File: config.mk
export PLATFORM = sky130hd
export DESIGN_NAME = sys_intc
export DESIGN_NICKNAME = d
export VERILOG_FILES = /design/src/rtl/sys_intc.sv
export SDC_FILE = /design/constraint.sdc
export NUM_CORES = 1
export LEC_CHECK = 0
export CELL_PAD_IN_SITES_DETAIL_PLACEMENT = 2
export CELL_PAD_IN_SITES_GLOBAL_PLACEMENT = 2
export CORE_UTILIZATION = 31
export DETAILED_ROUTE_END_ITERATION = 12
export HOLD_SLACK_MARGIN = 0.06
export PLACE_DENSITY_LB_ADDON = 0.2
export SLEW_MARGIN = 20
export SYNTH_ARGS = -nofsm -noshare
export SYNTH_HDL_FRONTEND = slang
export SYNTH_SLANG_ARGS = --single-unit
File: constraint.sdc
create_clock -name clk -period 2.33 [get_ports clk]
set_input_delay 0.466 -clock clk [delete_from_list [all_inputs] [get_ports clk]]
set_output_delay 0.466 -clock clk [all_outputs]
set_load 0.1 [all_outputs]
File: src/rtl/sys_intc.sv
// sys_intc: system registers plus a prioritised interrupt controller for the
// 16-bit pipelined core. It owns SCS/SIH/SRA/SII/SR0/SR1 and adds a mask (SIM)
// and a pending (SIP) register. It gives the pipeline one take request and a
// handler address, and serves RSR/WSR/RETI.
//
// Ports
//   clk, resetn        clock, synchronous active-low reset
//   irq[NINTR]         device interrupt lines, index 0 = highest priority
//   take_req / handler take request and jump target (SIH)
//   take_ack / ret_pc  pipeline redirect; return address saved into SRA
//   reti / reti_pc     RETI commit strobe and its jump target (SRA)
//   raddr / rdata      RSR read port (combinational, registered state only)
//   we/waddr/wdata     WSR write port
//
// Register map: 0 SCS {OM,CM,OIE,IE}, 1 SIH, 2 SRA, 3 SII, 4 SIM, 5 SIP,
// 6 SR0, 7 SR1.

// One pending bit. Edge mode latches a rising edge and holds it until it is
// cleared; level mode just registers the line every cycle.
module sys_intc_src #(
  parameter bit EDGE = 1'b1
) (
  input  logic clk,
  input  logic resetn,
  input  logic irq,
  input  logic clr,
  output logic pend
);
  logic irq_q;

  always_ff @(posedge clk) begin
    if (!resetn) begin
      irq_q <= 1'b0;
      pend  <= 1'b0;
    end else begin
      irq_q <= irq;
      // A new edge beats a clear in the same cycle.
      if (EDGE) pend <= (irq & ~irq_q) | (pend & ~clr);
      else      pend <= irq;
    end
  end
endmodule

module sys_intc #(
  parameter int               DBITS     = 16,
  parameter int               NINTR     = 4,
  parameter logic [NINTR-1:0] EDGE_MASK = {NINTR{1'b1}}
) (
  input  logic             clk,
  input  logic             resetn,
  input  logic [NINTR-1:0] irq,
  output logic             take_req,
  output logic [DBITS-1:0] handler,
  input  logic             take_ack,
  input  logic [DBITS-1:0] ret_pc,
  input  logic             reti,
  output logic [DBITS-1:0] reti_pc,
  input  logic [2:0]       raddr,
  output logic [DBITS-1:0] rdata,
  input  logic             we,
  input  logic [2:0]       waddr,
  input  logic [DBITS-1:0] wdata
);
  logic             ie, oie, cm, om;
  logic [DBITS-1:0] sih, sra, sii, sr0, sr1;
  logic [NINTR-1:0] sim, sip, hit, grant, clr;
  logic [DBITS-1:0] sel_idx;
  logic             ack, wsr_sip;

  assign hit   = sip & sim;
  // Isolate the lowest set bit: that is the selected source.
  assign grant = hit & (~hit + NINTR'(1));

  always_comb begin
    sel_idx = '0;
    for (int i = NINTR - 1; i >= 0; i--)
      if (hit[i]) sel_idx = DBITS'(i);
  end

  // take_req already excludes RETI, so a same-cycle ACK is dropped here.
  assign take_req = ie & (|hit) & ~reti;
  assign ack      = take_ack & take_req;
  assign handler  = sih;
  assign reti_pc  = sra;

  assign wsr_sip = we && (waddr == 3'd5);
  assign clr     = ({NINTR{ack}} & grant) | ({NINTR{wsr_sip}} & wdata[NINTR-1:0]);

  for (genvar g = 0; g < NINTR; g++) begin : g_src
    sys_intc_src #(.EDGE(EDGE_MASK[g])) u_src (
      .clk    (clk),
      .resetn (resetn),
      .irq    (irq[g]),
      .clr    (clr[g]),
      .pend   (sip[g])
    );
  end

  // SCS: take and RETI own the whole field set over a colliding WSR.
  always_ff @(posedge clk) begin
    if (!resetn) begin
      ie <= 1'b0; oie <= 1'b0; cm <= 1'b1; om <= 1'b0;
    end else if (ack) begin
      ie <= 1'b0; oie <= ie; cm <= 1'b1; om <= cm;
    end else if (reti) begin
      ie <= oie; cm <= om;
    end else if (we && waddr == 3'd0) begin
      {om, cm, oie, ie} <= wdata[3:0];
    end
  end

  // SRA/SII belong to the take path; RETI leaves them to WSR.
  always_ff @(posedge clk) begin
    if (!resetn) begin
      sra <= '0; sii <= '0;
    end else if (ack) begin
      sra <= ret_pc; sii <= sel_idx;
    end else if (we) begin
      if (waddr == 3'd2) sra <= wdata;
      if (waddr == 3'd3) sii <= wdata;
    end
  end

  // Registers no event touches: a WSR always lands.
  always_ff @(posedge clk) begin
    if (!resetn) begin
      sih <= '0; sim <= '0; sr0 <= '0; sr1 <= '0;
    end else if (we) begin
      case (waddr)
        3'd1:    sih <= wdata;
        3'd4:    sim <= wdata[NINTR-1:0];
        3'd6:    sr0 <= wdata;
        3'd7:    sr1 <= wdata;
        default: ;
      endcase
    end
  end

  always_comb begin
    rdata = '0;
    case (raddr)
      3'd0: rdata[3:0]       = {om, cm, oie, ie};
      3'd1: rdata            = sih;
      3'd2: rdata            = sra;
      3'd3: rdata            = sii;
      3'd4: rdata[NINTR-1:0] = sim;
      3'd5: rdata[NINTR-1:0] = sip;
      3'd6: rdata            = sr0;
      3'd7: rdata            = sr1;
      default: ;
    endcase
  end
endmodule
-- Word level (Yosys, flattened, before mapping)
Cells that the tools add are included.
- flip-flop bits (word level): 96
- bits of input ports: 47
- logic and storage cells: 105
- $add $sub $neg: 1
- equal/unequal tests: 15
- muxes and demuxes: 22
- bitwise logic cells: 31
- reductions and logical operators: 18
- operators with widths (kind ; count):
    2-to-1 mux 16 bit ; 9
    one-hot mux 12 bit (5 select lines) ; 1
    one-hot mux 4 bit (8 select lines) ; 1
    equality test 3 bit (second input constant) ; 8
    bitwise AND 4 bit ; 4
    AND reduction 2 bit ; 7
    equality test 3 x 2 -> 1 bit (second input constant) ; 4
    bitwise AND 1 bit ; 11
    2-to-1 mux 1 bit ; 10
    inverter 1 bit ; 10
    nonzero test 2 bit ; 5
    equality test 3 x 1 -> 1 bit (second input constant) ; 2
    logical NOT 3 bit ; 2
    adder 4 x 1 -> 4 bit (second input constant) ; 1
    inverter 4 bit ; 1
    OR 1 bit ; 4
    OR 4 bit ; 1
    OR reduction 4 bit ; 1
    logical AND 1 bit ; 2
    2-to-1 mux 2 bit ; 1
    inequality test 2 x 1 -> 1 bit (second input constant) ; 1
    OR reduction 2 bit ; 1

-- Longest topological paths before layout
- depth after elaboration: 10
- gate-level depth with buffers: 7
- gate-level depth less buffers: 4

-- Hierarchy
A second synthesis with hierarchy kept.
- cells, all modules: 518
- area, all modules: 4576.9 µm²
- by module, submodules not included (module ; times used ; cells an instance ; area each (µm²) ; sequential area each (µm²)):
    sys_intc ; 1 ; 494 ; 4296.6 ; 1761.7
    sys_intc_src ; 4 ; 6 ; 70.1 ; 40.0

-- Worst setup path before layout
OpenSTA, ideal clock, no wires.
- kind: input-to-output
- start point: input port reti
- end point: output port take_req
- data arrival time: 2845 ps
- path slack: -981 ps
- stages on the path: 2
- buffers on the path: 1
- path through: buf_2 > nor3b_1
- cells in the longest elaborated chain, start to end: 2
- RTL lines (item ; RTL line ; text):
    from (decl) ; 56 ; input logic reti,
    inverter 1 bit ; 81 ; assign take_req = ie & (|hit) & ~reti;
    bitwise AND 1 bit ; 81 ;
    to (decl) ; 52 ; output logic take_req,
Every way passes these cells.

-- Worst setup path in the final report
- start point: input port raddr[2]
- end point: output port rdata[13]
- cells in the longest elaborated chain, start to end: 2
- elaborated cells on any way between the ends: 6
- classes of those cells: eq/ne: 5; mux: 1
- RTL lines (item ; RTL line ; text):
    from (decl) ; 58 ; input logic [2:0] raddr,
    equality test 3 bit, or another cell as far along ; 141 ; case (raddr)
    one-hot mux 12 bit (5 select lines) * ; 141 ;
    to (decl) ; 59 ; output logic [DBITS-1:0] rdata,
Mark *: on every way between the ends. The rest lies on a longest branch, timed or not.

==> flow_summary.json <==
{
  "drc": 0,
  "setup_viol": 0,
  "routedWlPerCell_um": 21.17,
  "status": "complete, no violations",
  "dp_slack_ns": -0.2606,
  "grt_antenna_before_repair": 0,
  "reg2reg_slack_ns": 0.18,
  "ys_seq_area_share_pct": 41.91,
  "synth_area_per_cell_um2": 8.974,
  "syn_nets": 558,
  "async_reset_ff_share_pct": 0,
  "irDropWorstVdd_uv": 335.2,
  "ys_warn_count": 0,
  "max_stage_delay_ns": 0.49,
  "vias": 4335,
  "cts.sinks": 96,
  "syn-instance-count": 511,
  "area_delta_synth_final_pct": 43.93,
  "synth.distinct_cells": 46,
  "setup-tns-final_ns": 0,
  "hp-start": "g_src[2].u_src.irq_q",
  "die_area_um2": 15280,
  "initial_utilization_pct": 31.67,
  "synth_seq_cells": 96,
  "max_slew_margin_pct": 34.24,
  "max_freq_ghz": 0.4355,
  "drt-total-wl_mm": 17.17,
  "grt_pass1_wl_mm": 26.25,
  "drv_cap": 0,
  "power_density_nw_per_um2": 623.5,
  "cts-root-buf": "clkbuf_16",
  "synth_top_area_cell": "dfxtp_1",
  "slowest_stage": "mux4_2",
  "final_area_um2": 6600,
  "required_ns": 1.86,
  "cts_max_level": 3,
  "placed_cell_area_um2": 6107,
  "dr.pass1.iters": 4,
  "drt_iter0_markers": 191,
  "via_per_inst": 5.345,
  "core_um2": 14480,
  "slew_viol_final": 0,
  "clockBufferDepth": 2,
  "hpwl_mm": 12.33,
  "final_nets": 669,
  "synth_edf_count": 0,
  "grt_pass1_vias": 4614,
  "worstRegToRegCells": 5,
  "port_buffers": 95,
  "globalplace.congestion": 0.7656,
  "netlist_area_um2": 4586,
  "cp_cell_sequence": "clkdlybuf4s15_1 > buf_6 > buf_12 > mux4_2 > a22o_1 > buf_12",
  "clkLatencyLatePin_ns": 0.35,
  "nFillCells": 1534,
  "ios": 96,
  "synth_top_area_share_pct": 41.91,
  "hold_violations": 0,
  "cts_buffers": 9,
  "cts_tree": "yes",
  "min_to": "g_src[2].u_src.pend",
  "cp_common_cell": "buf_12",
  "die_h_um": 123.6,
  "holdPathStages": 1,
  "cp-start-kind": "input pin",
  "path_clk_slew_ns": 0.07,
  "final_util_pct": 45.58,
  "tightest_slew_ns": 0.9863,
  "min_path_type": "reg -> reg",
  "fin_crit_ns": 2.296,
  "final_layout_size_suffix_gt1_share_pct": 24.88,
  "rsz0062_at_grt": "true",
  "num_rows": 44,
  "cp.arrival_ns": 1.83,
  "r2r_end": "sii[13]",
  "regToRegStartpoint": "sim[1]",
  "n_antenna_cell": 0,
  "synth_flop_cell": "dfxtp_1",
  "overflow": 0,
  "fin_total_pwr_mw": 4.115,
  "cp_max_fo": 6,
  "finalCritPeriodShare_pct": 98.55,
  "power.leakage_nw": 2.683,
  "grt_max_degree": 26,
  "worst_setup_path_end_kind": "output port",
  "grt_usage_pct": 23.46,
  "die_w_um": 123.6,
  "antenna_left": 0,
  "synth_area_leaders": "dfxtp_1 42%, nand2_1 13%, a21boi_0 7.9%",
  "worstSetupPathType": "in -> out",
  "worst_clock_skew_ns": 0.005126,
  "synth_common_cells": "160 x nand2_1, 96 x dfxtp_1, 48 x a21boi_0, 27 x clkbuf_1, 24 x mux2i_1",
  "yosysMostFrequentCell": "nand2_1",
  "setup_slack_ns": 0.03372
}
-- cell type report --
class	instances	area (µm²)	area share, %
repair buffers	145	1543	23.37
multi-input cells	364	2535	38.41
clock buffers	10	229.0	3.469
inverters	6	22.52	0.3412
clock inverters	6	115.1	1.744
flip-flops and latches	96	1926	29.18
well taps	184	230.2	3.488
-- through the flow --
stage          cells  hold slack, ns
3_5_place_dp     791          0.4171
4_1_cts          811          0.4306
2_1_floorplan    511          0.3989
6_report         811          0.4265
5_1_grt          811          0.4466
3_3_place_gp     791          0.4104
-- report_power, final --
part,switching (mW),internal [mW]
clock,0.692,1.06
combinational,0.372,0.269
sequential,0.0390,1.68
total,1.10,3.01
-- placed cells by master, fill, tap and decap left out, drive strengths merged, types with 3 or more instances in the layout --
cell and n:
nand2 160, buf 100, dfxtp 96, a21boi 50
clkdlybuf4s50 42, mux2i 24, a21oi 19, o211a 17
mux4 16, a22o 14, clkbuf 11, o21ai 10
inv 8, nor2 6, nand3 5, mux2 5
nand4b 4, nor2b 4, nand2b 3, bufinv 3
nor3b 3
-- cell families after synthesis --
| group | Yosys count | share of synthesized area, % |
|---|---|---|
| AO/OA/AOI/OAI | 121 | 19.78 |
| buffers and inverters | 51 | 4.938 |
| multiplexers | 45 | 14.41 |
| flip-flops | 96 | 41.91 |
| AND/OR/NAND/NOR | 198 | 18.96 |
-- timing repair --
action / 4_1_cts / 5_1_grt
endpoints found under the setup margin: 16 / 12
resized for setup: 13 / 3
hold endpoints to repair: 0 / 0
hold buffers: 0 / 0
cloned: 1 / 0
pin swaps: 4 / 0
setup buffers: 3 / 0
-- worst max path at each step --
stage / from / end / slack [ns] / cells after the start
floorplan: raddr[1] / rdata[10] / -0.21 / 4
global placement: raddr[2] / rdata[5] / -0.24 / 7
detailed placement: raddr[2] / rdata[6] / -0.26 / 7
CTS: raddr[0] / rdata[8] / 0.008 / 5
global route: raddr[2] / rdata[11] / -0.005 / 7
finish: raddr[2] / rdata[13] / 0.03 / 6
-- critical path: cells and delay by family --
family	cells	cell delay, ns
buffers and inverters	4	0.64
muxes	1	0.49
AOI/OAI and AO/OA	1	0.23
-- state kept, by name (all words and copies together), names as in the netlist --
register / flops
oie: 1
handler: 16
sr0: 16
sim: 4
sii: 16
g_src.u_src.pend: 4
cm: 1
om: 1
reti_pc: 16
ie: 1
sr1: 16
g_src.u_src.irq_q: 4
-- routing by layer --
metal / wire (µm) / part of all wire (%) / track usage [%]
met1: 7582 / 44 / 30.03
met3: 634 / 3.7 / 4.396
met2: 8844 / 52 / 41.25
met5: 0 / 0 / 0
met4: 108 / 0.63 / 4.066
Power figures use the tool's default switching activity.
